`config.mk`:
```
export PLATFORM = sky130hd
export DESIGN_NAME = chroma_qp_derive_flat
export DESIGN_NICKNAME = d
export VERILOG_FILES = /design/src/rtl/chroma_qp_derive_if.sv /design/src/rtl/chroma_qp_derive.sv /design/src/flat_wrapper.sv
export SDC_FILE = /design/constraint.sdc
export NUM_CORES = 1
export LEC_CHECK = 0
export CAP_MARGIN = 0
export CORE_MARGIN = 1
export CORE_UTILIZATION = 30
export DETAILED_ROUTE_END_ITERATION = 10
export GPL_ROUTABILITY_DRIVEN = 0
export PLACE_DENSITY = 0.53
export SETUP_SLACK_MARGIN = 0.3
export SLEW_MARGIN = 10
export SYNTH_ARGS = -nofsm -noshare
export SYNTH_HDL_FRONTEND = slang
export SYNTH_SLANG_ARGS = --single-unit
```
`constraint.sdc`:
```
create_clock -name clk -period 7.1 [get_ports clk]
set_input_delay 1.065 -clock clk [delete_from_list [all_inputs] [get_ports clk]]
set_output_delay 1.065 -clock clk [all_outputs]
set_load 0.01 [all_outputs]
```
`src/rtl/chroma_qp_derive_if.sv`:
```
// rtl/chroma_qp_derive_if.sv - request, chroma_scale_rom and result signals of chroma_qp_derive
interface chroma_qp_derive_if #(parameter int TABLE_LEN = 58);
  localparam int AW = $clog2(TABLE_LEN);

  logic          in_valid;
  logic          in_ready;
  logic [6:0]    in_qp_y;
  logic [4:0]    in_pps_cb_ofs;
  logic [4:0]    in_slice_cb_ofs;
  logic [4:0]    in_pps_cr_ofs;
  logic [4:0]    in_slice_cr_ofs;
  logic [1:0]    in_chroma_fmt;
  logic [4:0]    in_bit_depth_c;

  logic [1:0]    rom_fmt;
  logic [AW-1:0] rom_addr;
  logic [7:0]    rom_data;

  logic          out_valid;
  logic          out_ready;
  logic [6:0]    out_qp_cb;
  logic [6:0]    out_qp_cr;
  logic [4:0]    out_per_cb;
  logic [4:0]    out_per_cr;
  logic [2:0]    out_rem_cb;
  logic [2:0]    out_rem_cr;
  logic          out_cfg_err;

  modport slave (
    input  in_valid, in_qp_y, in_pps_cb_ofs, in_slice_cb_ofs, in_pps_cr_ofs,
           in_slice_cr_ofs, in_chroma_fmt, in_bit_depth_c, rom_data, out_ready,
    output in_ready, rom_fmt, rom_addr, out_valid, out_qp_cb, out_qp_cr,
           out_per_cb, out_per_cr, out_rem_cb, out_rem_cr, out_cfg_err
  );

  modport master (
    output in_valid, in_qp_y, in_pps_cb_ofs, in_slice_cb_ofs, in_pps_cr_ofs,
           in_slice_cr_ofs, in_chroma_fmt, in_bit_depth_c, rom_data, out_ready,
    input  in_ready, rom_fmt, rom_addr, out_valid, out_qp_cb, out_qp_cr,
           out_per_cb, out_per_cr, out_rem_cb, out_rem_cr, out_cfg_err
  );
endinterface

```
`src/rtl/chroma_qp_derive.sv`:
```
// rtl/chroma_qp_derive.sv - per-TU Cb/Cr QP derivation with ROM mapping and iterative divide-by-6
module chroma_qp_derive #(
  parameter int TABLE_LEN = 58
) (
  input logic               clk,
  input logic               rst,
  chroma_qp_derive_if.slave bus
);
  localparam int AW = $clog2(TABLE_LEN);

  typedef enum logic [2:0] {IDLE, CB_IDX, CB_DIV, CR_IDX, CR_DIV, DONE} state_t;

  state_t            state;
  logic [1:0]        fmt_r;
  logic [5:0]        bdofs_r;
  logic signed [7:0] qpi_cb_r;
  logic signed [7:0] qpi_cr_r;
  logic              err_r;
  logic [6:0]        qp_r;
  logic [6:0]        div_rem;
  logic [4:0]        div_per;

  logic              bd_ok;
  logic [3:0]        bd_delta;
  logic [5:0]        bdofs_n;
  logic signed [7:0] qpi_cb_n;
  logic signed [7:0] qpi_cr_n;
  logic signed [7:0] qpi_cur;
  logic signed [9:0] qpc;
  logic signed [9:0] qp_sum;
  logic [6:0]        qp_prime;

  function automatic logic signed [7:0] sext5(input logic [4:0] v);
    return {{3{v[4]}}, v};
  endfunction

  function automatic logic signed [7:0] clip_qpi(input logic signed [7:0] sum,
                                                 input logic [5:0] ofs);
    logic signed [7:0] lo;
    lo = -$signed({2'b00, ofs});
    if (sum < lo) return lo;
    if (sum > 8'sd57) return 8'sd57;
    return sum;
  endfunction

  function automatic logic [AW-1:0] qpi_addr(input logic signed [7:0] q);
    return q[7] ? '0 : q[AW-1:0];
  endfunction

  // Offset sums are formed at 8-bit signed width before clipping.
  always_comb begin
    bd_ok    = (bus.in_bit_depth_c >= 5'd8) && (bus.in_bit_depth_c <= 5'd16);
    bd_delta = bd_ok ? 4'(bus.in_bit_depth_c - 5'd8) : 4'd0;
    bdofs_n  = {bd_delta, 2'b00} + {1'b0, bd_delta, 1'b0};
    qpi_cb_n = clip_qpi({bus.in_qp_y[6], bus.in_qp_y} + sext5(bus.in_pps_cb_ofs)
                        + sext5(bus.in_slice_cb_ofs), bdofs_n);
    qpi_cr_n = clip_qpi({bus.in_qp_y[6], bus.in_qp_y} + sext5(bus.in_pps_cr_ofs)
                        + sext5(bus.in_slice_cr_ofs), bdofs_n);
    qpi_cur  = (state == CR_IDX) ? qpi_cr_r : qpi_cb_r;
    qpc      = qpi_cur[7] ? {{2{qpi_cur[7]}}, qpi_cur} : {2'b00, bus.rom_data};
    qp_sum   = qpc + $signed({4'b0000, bdofs_r});
    qp_prime = qp_sum[6:0];
  end

  always_ff @(posedge clk or posedge rst) begin
    if (rst) begin
      state           <= IDLE;
      bus.in_ready    <= 1'b1;
      bus.out_valid   <= 1'b0;
      bus.rom_fmt     <= 2'd0;
      bus.rom_addr    <= '0;
      bus.out_qp_cb   <= 7'd0;
      bus.out_qp_cr   <= 7'd0;
      bus.out_per_cb  <= 5'd0;
      bus.out_per_cr  <= 5'd0;
      bus.out_rem_cb  <= 3'd0;
      bus.out_rem_cr  <= 3'd0;
      bus.out_cfg_err <= 1'b0;
      fmt_r           <= 2'd0;
      bdofs_r         <= 6'd0;
      qpi_cb_r        <= 8'sd0;
      qpi_cr_r        <= 8'sd0;
      err_r           <= 1'b0;
      qp_r            <= 7'd0;
      div_rem         <= 7'd0;
      div_per         <= 5'd0;
    end else begin
      case (state)
        IDLE: begin
          if (bus.in_valid) begin
            fmt_r        <= bus.in_chroma_fmt;
            bdofs_r      <= bdofs_n;
            qpi_cb_r     <= qpi_cb_n;
            qpi_cr_r     <= qpi_cr_n;
            err_r        <= ~bd_ok;
            bus.in_ready <= 1'b0;
            if (bus.in_chroma_fmt == 2'd0) begin
              // Monochrome: no chroma QPs, skip the ROM entirely.
              state           <= DONE;
              bus.out_valid   <= 1'b1;
              bus.out_cfg_err <= ~bd_ok;
              bus.out_qp_cb   <= 7'd0;
              bus.out_qp_cr   <= 7'd0;
              bus.out_per_cb  <= 5'd0;
              bus.out_per_cr  <= 5'd0;
              bus.out_rem_cb  <= 3'd0;
              bus.out_rem_cr  <= 3'd0;
            end else begin
              state        <= CB_IDX;
              bus.rom_fmt  <= bus.in_chroma_fmt;
              bus.rom_addr <= qpi_addr(qpi_cb_n);
            end
          end
        end
        CB_IDX, CR_IDX: begin
          qp_r    <= qp_prime;
          div_rem <= qp_prime;
          div_per <= 5'd0;
          state   <= (state == CB_IDX) ? CB_DIV : CR_DIV;
        end
        CB_DIV: begin
          if (div_rem >= 7'd6) begin
            div_rem <= div_rem - 7'd6;
            div_per <= div_per + 5'd1;
          end else begin
            bus.out_qp_cb  <= qp_r;
            bus.out_per_cb <= div_per;
            bus.out_rem_cb <= div_rem[2:0];
            bus.rom_fmt    <= fmt_r;
            bus.rom_addr   <= qpi_addr(qpi_cr_r);
            state          <= CR_IDX;
          end
        end
        CR_DIV: begin
          if (div_rem >= 7'd6) begin
            div_rem <= div_rem - 7'd6;
            div_per <= div_per + 5'd1;
          end else begin
            bus.out_qp_cr   <= qp_r;
            bus.out_per_cr  <= div_per;
            bus.out_rem_cr  <= div_rem[2:0];
            bus.out_cfg_err <= err_r;
            bus.out_valid   <= 1'b1;
            state           <= DONE;
          end
        end
        DONE: begin
          if (bus.out_ready) begin
            bus.out_valid <= 1'b0;
            bus.in_ready  <= 1'b1;
            state         <= IDLE;
          end
        end
        default: begin
          state        <= IDLE;
          bus.in_ready <= 1'b1;
        end
      endcase
    end
  end
endmodule

```
`src/flat_wrapper.sv`:
```
// flat-port wrapper written by rule: the top's interface ports become plain ports
module chroma_qp_derive_flat 
#(
  parameter int TABLE_LEN = 58
)
  (clk, rst, bus_in_valid, bus_in_qp_y, bus_in_pps_cb_ofs, bus_in_slice_cb_ofs, bus_in_pps_cr_ofs, bus_in_slice_cr_ofs, bus_in_chroma_fmt, bus_in_bit_depth_c, bus_rom_data, bus_out_ready, bus_in_ready, bus_rom_fmt, bus_rom_addr, bus_out_valid, bus_out_qp_cb, bus_out_qp_cr, bus_out_per_cb, bus_out_per_cr, bus_out_rem_cb, bus_out_rem_cr, bus_out_cfg_err);
  chroma_qp_derive_if #(.TABLE_LEN(TABLE_LEN)) bus_i ();
  input logic clk;
  input logic rst;
  input wire logic [$bits(bus_i.in_valid)-1:0] bus_in_valid;
  input wire logic [$bits(bus_i.in_qp_y)-1:0] bus_in_qp_y;
  input wire logic [$bits(bus_i.in_pps_cb_ofs)-1:0] bus_in_pps_cb_ofs;
  input wire logic [$bits(bus_i.in_slice_cb_ofs)-1:0] bus_in_slice_cb_ofs;
  input wire logic [$bits(bus_i.in_pps_cr_ofs)-1:0] bus_in_pps_cr_ofs;
  input wire logic [$bits(bus_i.in_slice_cr_ofs)-1:0] bus_in_slice_cr_ofs;
  input wire logic [$bits(bus_i.in_chroma_fmt)-1:0] bus_in_chroma_fmt;
  input wire logic [$bits(bus_i.in_bit_depth_c)-1:0] bus_in_bit_depth_c;
  input wire logic [$bits(bus_i.rom_data)-1:0] bus_rom_data;
  input wire logic [$bits(bus_i.out_ready)-1:0] bus_out_ready;
  output wire logic [$bits(bus_i.in_ready)-1:0] bus_in_ready;
  output wire logic [$bits(bus_i.rom_fmt)-1:0] bus_rom_fmt;
  output wire logic [$bits(bus_i.rom_addr)-1:0] bus_rom_addr;
  output wire logic [$bits(bus_i.out_valid)-1:0] bus_out_valid;
  output wire logic [$bits(bus_i.out_qp_cb)-1:0] bus_out_qp_cb;
  output wire logic [$bits(bus_i.out_qp_cr)-1:0] bus_out_qp_cr;
  output wire logic [$bits(bus_i.out_per_cb)-1:0] bus_out_per_cb;
  output wire logic [$bits(bus_i.out_per_cr)-1:0] bus_out_per_cr;
  output wire logic [$bits(bus_i.out_rem_cb)-1:0] bus_out_rem_cb;
  output wire logic [$bits(bus_i.out_rem_cr)-1:0] bus_out_rem_cr;
  output wire logic [$bits(bus_i.out_cfg_err)-1:0] bus_out_cfg_err;
  assign bus_i.in_valid = bus_in_valid;
  assign bus_i.in_qp_y = bus_in_qp_y;
  assign bus_i.in_pps_cb_ofs = bus_in_pps_cb_ofs;
  assign bus_i.in_slice_cb_ofs = bus_in_slice_cb_ofs;
  assign bus_i.in_pps_cr_ofs = bus_in_pps_cr_ofs;
  assign bus_i.in_slice_cr_ofs = bus_in_slice_cr_ofs;
  assign bus_i.in_chroma_fmt = bus_in_chroma_fmt;
  assign bus_i.in_bit_depth_c = bus_in_bit_depth_c;
  assign bus_i.rom_data = bus_rom_data;
  assign bus_i.out_ready = bus_out_ready;
  assign bus_in_ready = bus_i.in_ready;
  assign bus_rom_fmt = bus_i.rom_fmt;
  assign bus_rom_addr = bus_i.rom_addr;
  assign bus_out_valid = bus_i.out_valid;
  assign bus_out_qp_cb = bus_i.out_qp_cb;
  assign bus_out_qp_cr = bus_i.out_qp_cr;
  assign bus_out_per_cb = bus_i.out_per_cb;
  assign bus_out_per_cr = bus_i.out_per_cr;
  assign bus_out_rem_cb = bus_i.out_rem_cb;
  assign bus_out_rem_cr = bus_i.out_rem_cr;
  assign bus_out_cfg_err = bus_i.out_cfg_err;
  chroma_qp_derive #(.TABLE_LEN(TABLE_LEN)) u_core (.clk(clk), .rst(rst), .bus(bus_i));
endmodule
```
==> results.sh, run 1 <==
export IMPL_cap_violations=0
export IMPL_place_inst=889
export IMPL_holdPathStages=2
export IMPL_cts_setup_buffers=0
export IMPL_setup_viol_count_final=0
export IMPL_finalCriticalPeriod_ns=5.716
export IMPL_drtIter0Drc=294
export IMPL_r2r_end="u_core.qp_r[6]"
export IMPL_async_flop_share_pct=100.0
export IMPL_synth_top_cell_area_share_pct=38.83
export IMPL_root_buffer="clkbuf_16"
export IMPL_crit_buf_inv=2
export IMPL_ioPinCount=87
export IMPL_maxSlewViolCount=0
export IMPL_synth_compound_area_share_pct=19.41
export IMPL_syn_inst=597
export IMPL_grt_pass1_vias=4537
export IMPL_end_kind="flop"
export IMPL_path_cells="clkdlybuf4s50_1, nor2b_1, nand2_1, inv_1, ha_1, fa_1, or3_1, nor3b_1, ha_1, nand2b_1, nor2_1, a21boi_1, a2111oi_1, o21ai_0, a31oi_1"
export IMPL_synth_cell_types=67
export IMPL_hold_viol_final=0
export IMPL_antenna_found_initial=0
export IMPL_synth_adder_area_share_pct=14.15
export IMPL_synth_warnings=0
export IMPL_worstPathArrival_ns=5.98
export IMPL_synthesis_nets=694
export IMPL_pre_cts_ws_ns=1.085
export IMPL_cts_resized_gates=0
export IMPL_reg2reg_depth=12
export IMPL_cts_hold_buffers_added=0
export IMPL_whs_endpoint="u_core.qpi_cb_r[0]"
export IMPL_layout_commonest_cell="dfrtp_1"
export IMPL_die_y_um=137.9
export IMPL_overflow=0
export IMPL_synth_top_cell_by_area="dfrtp_1"
export IMPL_grt_usage_pct=15.37
export IMPL_clock_skew_ns=0.007185
export IMPL_route_detailed_drc=0
export IMPL_crit_required_ns=7.36
export IMPL_cts_tree="done"
export IMPL_min_path_type="flop to flop"
export IMPL_drt_wl_total_um=13950
export IMPL_clk_pin_slew_ns=0.06
export IMPL_rrSetupSlack_ns=3.23
export IMPL_ir_drop_mv=0.1680
export IMPL_cp_slowest_stage_delay_ns=0.74
export IMPL_n_antenna_cell=0
export IMPL_setup_ws_ns=1.384
export IMPL_routedWlPerCell_um=15.40
export IMPL_layout_nets=769
export IMPL_num_vias=4606
export IMPL_std_cell_rows=49
export IMPL_clockBufferDepth=2
export IMPL_clock_sinks=87
export IMPL_clk_latency_ns=0.34
export IMPL_fp_dieW_um=137.9
export IMPL_cts_buffers_inserted=9
export IMPL_dp_hpwl_um=10750
export IMPL_synth_xor_area_share_pct=4.379
export IMPL_synthSimpleGateAreaFrac_pct=16.64
export IMPL_avgSynthCellArea_um2=9.284
export IMPL_fin_tns_setup_ns=0
export IMPL_finalNonFillerCells=906
export IMPL_port_buffers=85
export IMPL_ant_nets=0
export IMPL_hold_slack_ns=0.4755
export IMPL_die_area_um2=19020
export IMPL_p_per_area_nw_per_um2=401.6
export IMPL_syn_to_final_growth_pct=24.94
export IMPL_dr_pass1_iters=5
export IMPL_grt_pass1_wl_um=22720
export IMPL_crit_path_start_kind="primary input"
export IMPL_p_leak_nw=3.061
export IMPL_ys_seq_area_share_pct=39.30
export IMPL_ys_flop_type="dfrtp_1"
export IMPL_worstMarginPinSlew_ns=0.8762
export IMPL_start_util_pct=30.75
export IMPL_slew_headroom_pct=41.59
export IMPL_synthesis_area_um2=5543
export IMPL_path_max_fanout=6
export IMPL_cpMaxStageDelayCell="a2111oi_1"
export IMPL_critPathTopFamily="simple AND/OR/NAND/NOR gates"
export IMPL_min_from="u_core.qpi_cb_r[0]"
export IMPL_muxShareOfSynthArea_pct=1.129
export IMPL_vias_per_cell=5.084
export IMPL_grt_max_degree=88
export IMPL_mostFrequentLayoutCells="dfrtp_1, clkdlybuf4s50_1, nand2_1, nor2_1, inv_1"
export IMPL_rsz0062_at_grt="false"
export IMPL_critPathKind="primary input to flop"
export IMPL_drive_gt1_share_pct=5.022
export IMPL_synth_area_leaders="dfrtp_1, ha_1, fa_1"
export IMPL_synth_edf_count=0
export IMPL_htree_levels=3
export IMPL_ys_seq_elements=87
export IMPL_cpMostUsedCell="ha_1"
export IMPL_fmax_ghz=0.1750
export IMPL_core_um2=18020
export IMPL_synth_top_family_by_area="compound AO/OA/AOI/OAI gates"
export IMPL_post_route_period_util_pct=80.51
export IMPL_status="completed"
export IMPL_r2r_start="u_core.state[0]"
[kinds of logic after synthesis]
| logic type | Yosys count |
|---|---|
| compound gates | 155 |
| xor+xnor | 26 |
| fa+ha+maj | 52 |
| buf+inv | 71 |
| flops | 87 |
| mux | 6 |
| simple gates | 200 |
[worst min-delay path, stage by stage, from the launching register on]
cell	delay, ns
dfrtp_1	0.35
nand2_1	0.05
nand2_1	0.05
[registers in the layout, indices dropped and copies added, names as in the netlist, 2 cells and up]
| signal | count |
|---|---|
| u_core.bdofs_r | 5 |
| u_core.bus.out_per_cb | 5 |
| u_core.bus.out_per_cr | 5 |
| u_core.bus.out_qp_cb | 7 |
| u_core.bus.out_qp_cr | 7 |
| u_core.bus.out_rem_cb | 3 |
| u_core.bus.out_rem_cr | 3 |
| u_core.bus.rom_addr | 6 |
| u_core.bus.rom_fmt | 2 |
| u_core.div_per | 5 |
| u_core.div_rem | 7 |
| u_core.fmt_r | 2 |
| u_core.qp_r | 7 |
| u_core.qpi_cb_r | 8 |
| u_core.qpi_cr_r | 8 |
| u_core.state | 3 |
[worst max-delay path by stage]
| stage | start | to | slack [ns] | cells after the start |
|---|---|---|---|---|
| after global routing | bus_in_bit_depth_c[3] | u_core.bus.rom_addr[3] | 1.07 | 15 |
| final | bus_in_bit_depth_c[3] | u_core.bus.rom_addr[0] | 1.38 | 15 |
| after floorplan | bus_in_bit_depth_c[3] | u_core.qpi_cr_r[6] | 2.46 | 16 |
| after global placement | bus_in_bit_depth_c[3] | u_core.bus.rom_addr[0] | 1.12 | 15 |
| after CTS | bus_in_bit_depth_c[3] | u_core.bus.rom_addr[0] | 1.42 | 15 |
| after detailed placement | bus_in_bit_depth_c[3] | u_core.bus.rom_addr[0] | 1.09 | 15 |
[synthesized netlist by cell type (3+ instances only)]
master and n:
a221oi_1 5, and2_1 7, nand2b_1 8, o211ai_1 4, mux2i_1 4, a21o_1 9, xnor2_1 15, a21oi_1 26
o22ai_1 7, and3_1 4, o21ai_0 34, fa_1 18, a31oi_1 9, dfrtp_1 86, o21a_1 5, nor3_1 10
nand3_1 25, xor2_1 10, nor2_1 59, clkbuf_1 21, o31ai_1 4, nand2_1 68, nor2b_1 5, a21boi_0 3
a221o_1 3, or3_1 4, o21ai_1 3, a22o_1 17, ha_1 33, inv_1 45
[routing by layer]
| layer | wire length [um] | part of all wire [%] | GRT usage, % |
|---|---|---|---|
| met5 | 0 | 0 | 0 |
| met4 | 286 | 2.1 | 6.099 |
| met3 | 594 | 4.3 | 1.864 |
| met2 | 6609 | 47 | 25.67 |
| met1 | 6458 | 46 | 20.17 |
[power breakdown]
part	internal [W]	switching (W)
Sequential	0.000725	0.000204
Combinational	0.000652	0.000750
Clock	0.000249	0.000202
Total	0.00163	0.00116
[metrics by stage]
step | total power [W] | cell area [um^2] | util [%]
after floorplan | 0.001842 | 5543 | -
after global placement | 0.002306 | 6609 | 36.67
after detailed placement | 0.002342 | 6609 | 36.67
after CTS | 0.002804 | 6892 | 38.23
after global routing | 0.003016 | 6925 | 38.42
final | 0.002781 | 6925 | 38.42
[final cells by class]
type,instances,area (um^2)
inverter,45,170.2
clock inverter,6,43.79
sequential,87,2178
timing repair buffer,90,908.4
multi-input combinational,439,3099
fill,1823,11100
tap,229,286.5
clock buffer,10,239.0
No activity file was read; power rests on OpenSTA's default activity.
==> run 2: changes to the inputs <==
clock period = 6 ns   (was 7.1 ns; I/O delays follow)
==> run 2 against run 1 <==
Net effect: clock skew is 0.0022 ns higher; register-to-register slack worse by 1.1 ns; clock-buffer cell count is 1 lower; first-iteration DRC count is 2.4% higher; sequential share of layout area is 0.14 points lower; clock power is 22% higher; combinational power is 20% higher; critical path depth is 1 higher; utilization is 0.17 points higher; critical endpoint is now u_core.qpi_cr_r[4]; largest power group unchanged.
==> results.sh, run 2 (synthesized netlist as in run 1, its figures left out) <==
export IMPL_start_util_pct=30.75
export IMPL_clockBufferDepth=2
export IMPL_drtIter0Drc=301
export IMPL_path_max_fanout=13
export IMPL_place_inst=896
export IMPL_port_buffers=85
export IMPL_maxSlewViolCount=0
export IMPL_ir_drop_mv=0.2082
export IMPL_overflow=0
export IMPL_finalNonFillerCells=912
export IMPL_rsz0062_at_grt="false"
export IMPL_cts_buffers_inserted=9
export IMPL_cts_hold_buffers_added=0
export IMPL_cts_resized_gates=0
export IMPL_layout_nets=775
export IMPL_clock_skew_ns=0.009373
export IMPL_grt_max_degree=88
export IMPL_p_comb_share_pct=50.4
export IMPL_std_cell_rows=49
export IMPL_routedWlPerCell_um=15.32
export IMPL_critPathKind="primary input to flop"
export IMPL_grt_usage_pct=15.38
export IMPL_internal_power_w=0.001937
export IMPL_crit_required_ns=6.23
export IMPL_ant_nets=0
export IMPL_dp_hpwl_um=10920
export IMPL_status="completed"
export IMPL_fp_dieW_um=137.9
export IMPL_finalCriticalPeriod_ns=5.046
export IMPL_grt_pass1_wl_um=22770
export IMPL_cts_setup_buffers=0
export IMPL_seq_power_share_pct=33.1
export IMPL_final_cell_area_um2=6955
export IMPL_core_um2=18020
export IMPL_die_y_um=137.9
export IMPL_final_fill_count=1831
export IMPL_switching_share_pct=41.75
export IMPL_crit_path_start_kind="primary input"
export IMPL_ioPinCount=87
export IMPL_post_dp_cell_area_um2=6661
export IMPL_die_area_um2=19020
export IMPL_reg_top3="u_core.qpi_cb_r (8), u_core.qpi_cr_r (8)"
export IMPL_clock_sinks=87
export IMPL_seq_area_um2=2178
export IMPL_syn_to_final_growth_pct=25.49
export IMPL_min_path_type="flop to flop"
export IMPL_drt_wl_total_um=13970
export IMPL_p_clk_share_pct=16.5
export IMPL_num_vias=4601
export IMPL_grt_pass1_vias=4469
export IMPL_htree_levels=3
export IMPL_layout_commonest_cell="dfrtp_1"
export IMPL_antenna_found_initial=0
export IMPL_clk_pin_slew_ns=0.07
export IMPL_setup_viol_count_final=0
export IMPL_worstMarginPinSlew_ns=1.099
export IMPL_route_detailed_drc=0
export IMPL_dr_pass1_iters=4
export IMPL_clk_latency_ns=0.34
export IMPL_fmax_ghz=0.1982
export IMPL_mostFrequentLayoutCells="dfrtp_1, clkdlybuf4s50_1, nand2_1, nor2_1, inv_1"
export IMPL_end_kind="flop"
export IMPL_fin_tns_setup_ns=0
export IMPL_cts_tree="done"
export IMPL_drive_gt1_share_pct=5.710
export IMPL_cap_violations=0
export IMPL_multiInputGateArea_um2=3093
export IMPL_p_leak_nw=3.090
export IMPL_post_route_period_util_pct=84.10
export IMPL_worstPathArrival_ns=5.28
export IMPL_root_buffer="clkbuf_16"
export IMPL_n_antenna_cell=0
export IMPL_p_per_area_nw_per_um2=478.0
export IMPL_hold_slack_ns=0.4741
export IMPL_hold_viol_final=0
export IMPL_slew_headroom_pct=26.72
export IMPL_vias_per_cell=5.045
export IMPL_power_switching_w=0.001388
-- run 2: path summary, 6_finish.rpt --
check | start | endpoint | slack, ns | cells after the start
max | bus_in_bit_depth_c[3] | u_core.qpi_cr_r[4] | 0.95 | 16
min in group asynchronous | rst | u_core.bus.out_qp_cb[4] | 1.23 | 3
min reg2reg | u_core.qpi_cb_r[0] | u_core.qpi_cb_r[0] | 0.47 | 2
max reg2reg | u_core.state[0] | u_core.qp_r[6] | 2.12 | 12
min | u_core.qpi_cb_r[0] | u_core.qpi_cb_r[0] | 0.47 | 2
max in group asynchronous | rst | u_core.qp_r[1] | 4.07 | 3
-- run 2: power groups by stage --
| stage | logic [W] | registers [W] | clock network [W] |
|---|---|---|---|
| 4_1_cts | 0.00169 | 0.00110 | 0.000568 |
| 5_1_grt | 0.00189 | 0.00114 | 0.000592 |
| 2_1_floorplan | 0.00111 | 0.00107 | 0 |
| 3_5_place_dp | 0.00168 | 0.00111 | 0 |
| 6_report | 0.00168 | 0.00110 | 0.000550 |
| 3_3_place_gp | 0.00165 | 0.00110 | 0 |
-- run 2: routing by layer --
layer,wire [um],GRT usage (%),vias up
met2,6754,25.94,113
met5,0,0,-
met1,6419,19.97,2202
met3,524,2.303,18
met4,270,5.314,0
li1,-,-,2268
-- run 2: worst max-delay path, cell delays in order --
cell             delay, ns
clkdlybuf4s50_1       0.55
nor2b_1               0.19
nand2_1               0.09
inv_1                 0.14
ha_1                  0.21
fa_1                  0.49
or3_1                 0.43
xnor2_1               0.31
inv_1                 0.12
ha_1                  0.30
a21oi_1               0.13
a21oi_1               0.07
maj3_2                0.34
a221oi_4              0.55
nor3_1                0.14
a221oi_1              0.32
-- run 2: per-stage QoR --
| step | total power (W) | setup WS [ns] | util (%) |
|---|---|---|---|
| after global placement | 0.002747 | 0.7159 | 36.96 |
| final | 0.003325 | 0.9538 | 38.59 |
| after floorplan | 0.002179 | 1.522 | - |
| after detailed placement | 0.002797 | 0.5995 | 36.96 |
| after CTS | 0.003365 | 0.9517 | 38.59 |
| after global routing | 0.003625 | 0.6090 | 38.59 |
-- run 2: area by class of cell --
type	instances	area share [%]
Clock buffer	9	3.238
Clock inverter	7	0.9894
Inverter	45	2.446
Multi-Input combinational cell	439	44.47
Sequential cell	87	31.32
Tap cell	229	4.119
Timing Repair Buffer	96	13.42
==> RTL edit, RTL diff (flow settings as in run 2) <==
`TABLE_LEN` is set to 58 in 3 places; all go to 29.
--- a/src/rtl/chroma_qp_derive_if.sv
+++ b/src/rtl/chroma_qp_derive_if.sv
@@ -1,5 +1,5 @@
 // rtl/chroma_qp_derive_if.sv - request, chroma_scale_rom and result signals of chroma_qp_derive
-interface chroma_qp_derive_if #(parameter int TABLE_LEN = 58);
+interface chroma_qp_derive_if #(parameter int TABLE_LEN = 29);
   localparam int AW = $clog2(TABLE_LEN);
 
   logic          in_valid;
--- a/src/rtl/chroma_qp_derive.sv
+++ b/src/rtl/chroma_qp_derive.sv
@@ -1,6 +1,6 @@
 // rtl/chroma_qp_derive.sv - per-TU Cb/Cr QP derivation with ROM mapping and iterative divide-by-6
 module chroma_qp_derive #(
-  parameter int TABLE_LEN = 58
+  parameter int TABLE_LEN = 29
 ) (
   input logic               clk,
   input logic               rst,
--- a/src/flat_wrapper.sv
+++ b/src/flat_wrapper.sv
@@ -1,7 +1,7 @@
 // flat-port wrapper written by rule: the top's interface ports become plain ports
 module chroma_qp_derive_flat 
 #(
-  parameter int TABLE_LEN = 58
+  parameter int TABLE_LEN = 29
 )
   (clk, rst, bus_in_valid, bus_in_qp_y, bus_in_pps_cb_ofs, bus_in_slice_cb_ofs, bus_in_pps_cr_ofs, bus_in_slice_cr_ofs, bus_in_chroma_fmt, bus_in_bit_depth_c, bus_rom_data, bus_out_ready, bus_in_ready, bus_rom_fmt, bus_rom_addr, bus_out_valid, bus_out_qp_cb, bus_out_qp_cr, bus_out_per_cb, bus_out_per_cr, bus_out_rem_cb, bus_out_rem_cr, bus_out_cfg_err);
   chroma_qp_derive_if #(.TABLE_LEN(TABLE_LEN)) bus_i ();
Ports: changed (resized bus_rom_addr); port bits go from 87 to 86. No check against the original RTL was run, so the function may have changed too.
==> RTL edit against run 2 <==
Synthesized area is 0.86% lower. Cell count is 1.3% lower. Hold slack improved by 5.3 ps. Total power shrank 3.6%. Critical path depth unchanged. Count of clock-buffer cells in the layout rose by 2. Setup slack got worse by 42 ps. Sequential cell count fell by 1. Global-route usage down 0.10 points. Clock power is 4.5% higher. Routed wire length is 1.4% lower. Cell area down 0.83%. Synthesized cell count shrank 1.7%. Largest power group unchanged.
==> RTL edit: results (changes against run 2) <==
Min path
  • Worst Hold Launch: u_core.fmt_r[0] (was u_core.qpi_cb_r[0])
  • Worst min path class: reg2reg (unchanged)
  • Hold Crit Endpoint: u_core.fmt_r[0] (was u_core.qpi_cb_r[0])
  • Hold Path Depth: 2 (unchanged)

GRT
  • Largest net degree at the start of global routing: 54 (was 88)
  • Initial antenna violation count: 0 (unchanged)
  • Wire length of the first global-routing pass: 22500 um (was 22770 um)
  • GR Util All Layers: 0.1528 (was 0.1538)

Place
  • Post-Place Setup Slack: 583.7 ps (was 599.5 ps)
  • PortBufs: 84 (was 85)
  • DP Wirelength: 10710 um (was 10920 um)
  • Placed Cells: 884 (was 896)
  • Post-DP Area: 6590 um2 (was 6661 um2)

STA
  • Final hold slack: 479.4 ps (was 474.1 ps)
  • Final period util: 0.8481 (was 0.8410)
  • Layout Skew: 10.56 ps (was 9.373 ps)
  • Slew Limit Headroom: 0.4537 (was 0.2672)

Power
  • Max VDD drop: 0.0001962 V (was 0.0002082 V)
  • Leakage Power: 3.009 nW (was 3.090 nW)

Logic synthesis
  • Commonest cells in the netlist: 85 x dfrtp_1, 63 x nand2_1, 50 x nor2_1 (was 86 x dfrtp_1, 68 x nand2_1, 59 x nor2_1)
  • Top post-synthesis cells by area: dfrtp_1 39%, ha_1 7.5%, fa_1 6.6% (was dfrtp_1 39%, ha_1 7.4%, fa_1 6.5%)
  • Post-Syn Instances: 587 (was 597)
  • Count leader, synth: dfrtp_1 (unchanged)
  • Syn nets: 684 (was 694)
  • Seq/Total Area, Yosys: 0.3918 (was 0.3930)
  • Ys Warns: 0 (unchanged)
  • Count of cell types in the netlist: 65 (was 67)

Setup path
  • Worst reg2reg setup slack: 2360 ps (was 2120 ps)
  • Crit path capture: u_core.qpi_cb_r[1] (was u_core.qpi_cr_r[4])
  • Worst setup startpoint: bus_in_qp_y[3] (was bus_in_bit_depth_c[3])
  • FF-to-FF End: u_core.div_rem[6] (was u_core.qp_r[6])
  • CP Max Fanout: 10 (was 13)
  • Reg2reg path depth: 13 (was 12)
  • Worst path arrival time: 5310 ps (was 5280 ps)

Final layout
  • Final non-filler cell total: 900 (was 912)
  • NumNets Final: 763 (was 775)
  • Share of cells above drive strength 1: 0.06110 (was 0.05710)
  • Antenna fix cells: 0 (unchanged)
  • Largest registers: u_core.qpi_cb_r: 8 flops, u_core.qpi_cr_r: 8 flops (unchanged)

Route
  • Iter 0 DRT Violations: 225 (was 301)
  • 1st-pass router iterations: 5 (was 4)
  • Via Count: 4538 (was 4601)
  • Total routed wirelength: 13770 um (was 13970 um)

Clock network
  • Clock Path Buffers: 2 (unchanged)
  • Skew-Pair Late Insertion Delay: 340 ps (about the same)
  • TritonCTS Buffers: 9 (unchanged)
  • Root Buffer: clkbuf_16 (unchanged)
  • Number of H-tree levels: 3 (unchanged)
  • Post-CTS Resized: 0 (unchanged)
  • Post-CTS Setup Bufs: 0 (unchanged)

Run status
  • Status: finished, final reports clean (unchanged)

Job
  • Max-Cap Viols: 0 (unchanged)
## RTL edit: changes by cell type in the layout (fill, tap and decap cells not counted), moves of 5 or more
cell     before  now
a31oi_1       9    4
nand2_1      68   63
nor2_1       59   50
o21ai_0      34   42
## RTL edit: where the power goes
group | leakage [nW] | internal, mW | switching (mW) | total, mW
Sequential | 1.11 | 0.823 | 0.210 | 1.03
Combinational | 1.75 | 0.727 | 0.869 | 1.60
Clock | 0.151 | 0.339 | 0.236 | 0.575
## RTL edit: final cells by class
class | instances | area, um2
clock inverters | 5 | 65.06
flip-flops and latches | 86 | 2153
fillers | 1778 | 11070
well taps | 229 | 286.5
multi-input cells | 434 | 3079
repair buffers | 94 | 915.9
clock buffers | 11 | 242.7
inverters | 41 | 155.1
## RTL edit: kinds of logic (layout without fill, tap and decap cells)
| family | after synthesis | in the layout | share of synthesized area |
|---|---|---|---|
| buffers and inverters | 67 | 151 | 0.04873 |
| multiplexers | 4 | 4 | 0.007286 |
| flip-flops | 86 | 86 | 0.3918 |
| adder cells (fa/ha/maj) | 53 | 53 | 0.1448 |
| AND/OR/NAND/NOR | 199 | 199 | 0.1744 |
| AO/OA/AOI/OAI | 155 | 155 | 0.1938 |
| XOR/XNOR | 23 | 23 | 0.03916 |
## RTL edit: routing by layer
layer	up-vias	part of all wire	track usage
met1	2168	0.48	0.2068
met5	-	0	0
met3	16	0.037	0.02318
met4	0	0.017	0.04457
met2	118	0.47	0.2511
li1	2236	-	-
## RTL edit: worst max-delay path, stage by stage
cell	delay, ps
clkdlybuf4s50_1	510
inv_1	60
fa_1	470
inv_1	40
ha_1	330
nor2b_1	160
o311a_1	300
or4_1	450
and3_1	270
ha_1	350
nand2b_1	190
nor3_1	70
a21oi_1	320
o31a_1	440
nor2_2	120
a221o_1	330
